### config.mk
export PLATFORM = sky130hd
export DESIGN_NAME = approx_add_pipe
export DESIGN_NICKNAME = d
export VERILOG_FILES = /design/src/rtl/approx_add_pipe.sv
export SDC_FILE = /design/constraint.sdc
export NUM_CORES = 1
export LEC_CHECK = 0
export ABC_CLOCK_PERIOD_IN_PS = 4800
export CAP_MARGIN = 20
export CORE_UTILIZATION = 45
export CTS_CLUSTER_DIAMETER = 200
export DETAILED_ROUTE_END_ITERATION = 8
export PLACE_DENSITY = 0.78
export SLEW_MARGIN = 20
export SYNTH_ARGS = -nofsm -noshare
export SYNTH_HDL_FRONTEND = slang
export SYNTH_SLANG_ARGS = --single-unit
### constraint.sdc
create_clock -name clk -period 4.8 [get_ports clk]
set_input_delay 0.48 -clock clk [delete_from_list [all_inputs] [get_ports clk]]
set_output_delay 0.48 -clock clk [all_outputs]
set_load 0.01 [all_outputs]
### src/rtl/approx_add_pipe.sv
// =============================================================================
// approx_add_pipe : lower-part-OR approximate adder, valid pipeline with stall,
//                   exact shadow sum for error reporting and error statistics.
// Revision 1.0
// =============================================================================
`default_nettype none

module approx_add_pipe #(
    parameter int WIDTH  = 8,
    parameter int KMAX   = 4,
    parameter int STAGES = 2,
    parameter int KW     = $clog2(KMAX + 1) + 1
) (
    input  logic             clk,
    input  logic             rst_n,
    input  logic             i_in_valid,
    output logic             o_in_ready,
    input  logic [WIDTH-1:0] i_a,
    input  logic [WIDTH-1:0] i_b,
    input  logic [KW-1:0]    i_k,
    output logic             o_out_valid,
    input  logic             i_out_ready,
    output logic [WIDTH:0]   o_o,
    output logic [WIDTH:0]   o_err,
    input  logic             i_stat_clr,
    output logic [15:0]      o_err_cnt,
    output logic [WIDTH:0]   o_err_max
);

    localparam int            C_W1   = WIDTH + 1;
    localparam logic [KW-1:0] C_KMAX = KW'(KMAX);

    logic              w_en;
    logic [KW-1:0]     w_k_eff;
    logic [KW-1:0]     w_k_idx;
    logic [C_W1-1:0]   w_a_ext;
    logic [C_W1-1:0]   w_b_ext;
    logic [C_W1-1:0]   w_mask;
    logic              w_cin;
    logic [C_W1-1:0]   w_hi;
    logic [C_W1-1:0]   w_o;
    logic [C_W1-1:0]   w_exact;
    logic              w_hs;
    logic              w_err_nz;

    logic              r_vld [STAGES];
    logic [C_W1-1:0]   r_o   [STAGES];
    logic [C_W1-1:0]   r_ex  [STAGES];
    logic [15:0]       r_cnt;
    logic [C_W1-1:0]   r_max;

    // Single global advance: the whole pipe moves or the whole pipe freezes.
    assign w_en        = !r_vld[STAGES-1] || i_out_ready;
    assign o_in_ready  = w_en;
    assign o_out_valid = r_vld[STAGES-1];

    assign w_k_eff = (i_k > C_KMAX) ? C_KMAX : i_k;
    assign w_k_idx = w_k_eff - KW'(1);
    assign w_a_ext = {1'b0, i_a};
    assign w_b_ext = {1'b0, i_b};
    assign w_mask  = (C_W1'(1) << w_k_eff) - C_W1'(1);

    // Carry into the exact upper part is speculated from the top approximated bit.
    assign w_cin   = (w_k_eff != '0) && (|((w_a_ext & w_b_ext) & (C_W1'(1) << w_k_idx)));
    assign w_hi    = ((w_a_ext >> w_k_eff) + (w_b_ext >> w_k_eff) + C_W1'(w_cin)) << w_k_eff;
    assign w_o     = w_hi | ((w_a_ext | w_b_ext) & w_mask);
    assign w_exact = w_a_ext + w_b_ext;

    always_ff @(posedge clk or negedge rst_n) begin
        if (!rst_n) begin
            for (int s = 0; s < STAGES; s++) begin
                r_vld[s] <= 1'b0;
                r_o[s]   <= '0;
                r_ex[s]  <= '0;
            end
        end else if (w_en) begin
            r_vld[0] <= i_in_valid;
            if (i_in_valid) begin
                r_o[0]  <= w_o;
                r_ex[0] <= w_exact;
            end
            for (int s = 1; s < STAGES; s++) begin
                r_vld[s] <= r_vld[s-1];
                r_o[s]   <= r_o[s-1];
                r_ex[s]  <= r_ex[s-1];
            end
        end
    end

    assign o_o   = r_o[STAGES-1];
    assign o_err = (r_ex[STAGES-1] >= r_o[STAGES-1]) ? (r_ex[STAGES-1] - r_o[STAGES-1])
                                                     : (r_o[STAGES-1] - r_ex[STAGES-1]);

    assign w_hs     = r_vld[STAGES-1] && i_out_ready;
    assign w_err_nz = (o_err != '0);

    // A clear coincident with a handshake restarts the statistics from that beat.
    always_ff @(posedge clk or negedge rst_n) begin
        if (!rst_n) begin
            r_cnt <= '0;
            r_max <= '0;
        end else if (i_stat_clr) begin
            r_cnt <= (w_hs && w_err_nz) ? 16'd1 : 16'd0;
            r_max <= w_hs ? o_err : '0;
        end else if (w_hs) begin
            if (w_err_nz && (r_cnt != 16'hFFFF)) begin
                r_cnt <= r_cnt + 16'd1;
            end
            if (o_err > r_max) begin
                r_max <= o_err;
            end
        end
    end

    assign o_err_cnt = r_cnt;
    assign o_err_max = r_max;

endmodule

`default_nettype wire
==> run summary <==
WP buf/inv - 1
Final Total Pwr - 3.424 mW
Fmax - 0.2214 GHz
Hold WC Path Type - input port to asynchronous set/reset pin
r2r worst-path depth - 17
Worst Setup Start Kind - flip-flop
CP Capture Type - flip-flop
main flop type after synthesis - dfrtp_1
Slew HR - 0.2575
DIE AREA - 12710 sq um
fin cells - 860
crit-path cells - inv_1 -> ha_1 -> and4_1 -> and3_4 -> nor3_2 -> nand2_1 -> mux2_2 -> ha_1 -> nor2b_1 -> o21a_1 -> o21a_1 -> o21a_1 -> o21a_1 -> o21ai_0 -> a21oi_1 -> o22ai_4 -> mux2_2
I/O Buffers - 69
Syn Area/Cell - 8.424 sq um
peak supply drop - 0.3058 mV
routed vias/inst - 5.740
commonest non-fill, non-tap cells in the layout - 72 x nand2_1, 68 x clkdlybuf4s50_1, 63 x dfrtp_1
Crit Path Class - flip-flop to flip-flop
I/O pin count - 70
Top delay family on crit path - compound AO/OA/AOI/OAI gates
leading area contributor after synthesis - dfrtp_1
fin crit period - 4516 ps
vias in the first global route - 4837
measured slew at the worst slew-check pin - 1110 ps
Final Max Slew Viols - 0
Die X - 112.7 um
number of synthesized register bits - 63
row count - 40
fillers - 1086
Post-Syn Area - 5518 sq um
R2R Setup Slk - 280 ps
DR iter-0 viols - 343
worst reg2reg path endpoint - o_err_max[2]$_DFFE_PN0P_
CP most frequent cell - o21a_1
crit path to - o_err_max[2]$_DFFE_PN0P_
later-pin clock latency in the skew report - 330 ps
Crit. Startpoint - o_o[5]$_DFFE_PN0N_
PwrDens - 522.5 nW/um^2
Core Footprint - 11960 sq um
Max stage delay on crit path - 470 ps
Starting Density - 0.4613
Levels on crit path - 17
Post-Route WL - 13.76 mm
Post-Synthesis Cells - 655
Post-CTS Setup Inserts - 0
CTS tree - done
TritonRoute pass-1 iters - 4
cts repair resizes - 0
CTS Buf Count - 9
final setup fails - 0
Area growth syn-to-layout - 18.75%
n_diodes - 0
Final HPWL DP - 10.47 mm
top-area cell type share of the netlist area - 0.2857
worst-path fanout max - 14
placed cell count - 845
Async SR Flop Fraction - 1.000
Worst-path clk slew - 60 ps
dpl ws - 230.9 ps
clock root buffer - clkbuf_16
Antenna Violating Nets Remaining - 0
YS warnings - 0
Critical R2R Launch - o_o[5]$_DFFE_PN0N_
Total GRT Usage - 0.2231
routed vias - 4936
outcome - complete, no violations
RePlAce Congestion - 0.9455
final setup margin - 284.0 ps
CTS HTree Levels - 3
EDFF count, synth - 0
Worst Path Arrival - 4730 ps
Mapped Nets - 736
sequential-to-total area share from yosys stat - 0.2857
die height - 112.7 um
max-cap viol count - 0
mean routed wirelength per cell - 16.00 um
ranking of synthesized cells by area - dfrtp_1 29%, ha_1 12%, nand2_1 4.9%
leakage power total - 2.956 nW
design area - 6553 sq um
clock sink count - 63
grt total ovfl - 0
# hold bufs at CTS - 0
Worst Skew - 8.888 ps
final core utilization - 0.5478
largest net degree at the start of global routing - 64
initial antenna violation count - 0
fraction of layout cells with a size suffix above 1 - 0.08836
DRC violations left - 0
Synth cell types - 76
nets - 790
DP Area - 6280 sq um
Hold Fails Final Rpt - 0
commonest non-fill, non-tap cell in the layout - nand2_1
clk buf depth - 2
first-pass GRT wire length - 22.87 mm
period utilization - 0.9408
crit path max-delay cell type - ha_1
Worst EP required - 5010 ps
[routing by layer]
metal / share of wire / global-route usage / up-vias
met5: 0 / 0 / -
met4: 0.033 / 0.1076 / 0
met3: 0.040 / 0.02625 / 36
met2: 0.49 / 0.3877 / 153
met1: 0.44 / 0.2761 / 2351
li1: - / - / 2396
[cell families after synthesis]
| kind of cell | count (synthesis) | share of synthesized area |
|---|---|---|
| mux | 34 | 0.07936 |
| buf+inv | 98 | 0.07528 |
| flops | 63 | 0.2857 |
| xor+xnor | 14 | 0.02222 |
| simple gates | 209 | 0.1850 |
| fa+ha+maj | 56 | 0.1338 |
| compound gates | 181 | 0.2186 |
[worst register-to-register path, delay by kind of cell, from the launching register on]
| family | cells | cell delay, ps |
|---|---|---|
| fa+ha+maj | 2 | 760 |
| flops | 1 | 360 |
| buf+inv | 1 | 70 |
| mux | 2 | 740 |
| simple gates | 5 | 1220 |
| compound gates | 7 | 1260 |
[layout make-up]
| type | instances | area (sq um) | area share |
|---|---|---|---|
| clock buffer | 11 | 242.7 | 0.03704 |
| tap | 147 | 183.9 | 0.02807 |
| timing repair buffer | 79 | 760.7 | 0.1161 |
| inverter | 62 | 232.7 | 0.03552 |
| multi-input combinational | 494 | 3533 | 0.5392 |
| clock inverter | 4 | 22.52 | 0.003437 |
| sequential | 63 | 1577 | 0.2406 |
[Yosys cell counts (all sizes together) (15+ instances only)]
library cell,n
clkbuf,21
nor2b,18
buf,15
inv,61
mux2,15
nor2,49
ha,51
a21oi,42
dfrtp,63
nand2,72
o21ai,63
[worst min-delay path by stage]
stage | from | to | depth (start not counted)
5_1_grt | rst_n | o_o[1]$_DFFE_PN0N_ | 2
3_5_place_dp | r_vld[1]$_DFFE_PN0N_ | o_out_valid$_DFFE_PN0N_ | 2
3_3_place_gp | r_vld[1]$_DFFE_PN0N_ | o_out_valid$_DFFE_PN0N_ | 2
6_report | rst_n | o_o[1]$_DFFE_PN0N_ | 2
4_1_cts | rst_n | o_o[1]$_DFFE_PN0N_ | 2
2_1_floorplan | rst_n | o_err_cnt[0]$_DFFE_PN0P_ | 0
[where the power goes]
group          internal, mW  leakage, nW  switching [mW]
Sequential            0.652        0.794          0.0806
Clock                 0.357        0.131           0.227
Combinational         0.969         2.03            1.14
[metrics by stage]
stage | setup TNS, ps | hold slack, ps
after floorplan | 0 | 184.4
after global placement | 0 | 429.2
after detailed placement | 0 | 426.8
after CTS | 0 | 365.1
after global routing | -28.12 | 392.6
final | 0 | 297.9
[sequential cells by signal, indices dropped and copies added, names as in the netlist]
signal / cells
r_ex: 18
o_o: 9
r_o: 9
o_err_cnt: 16
o_err_max: 9
r_vld: 1
o_out_valid: 1
Note: power is estimated with default switching activity, not from simulation.
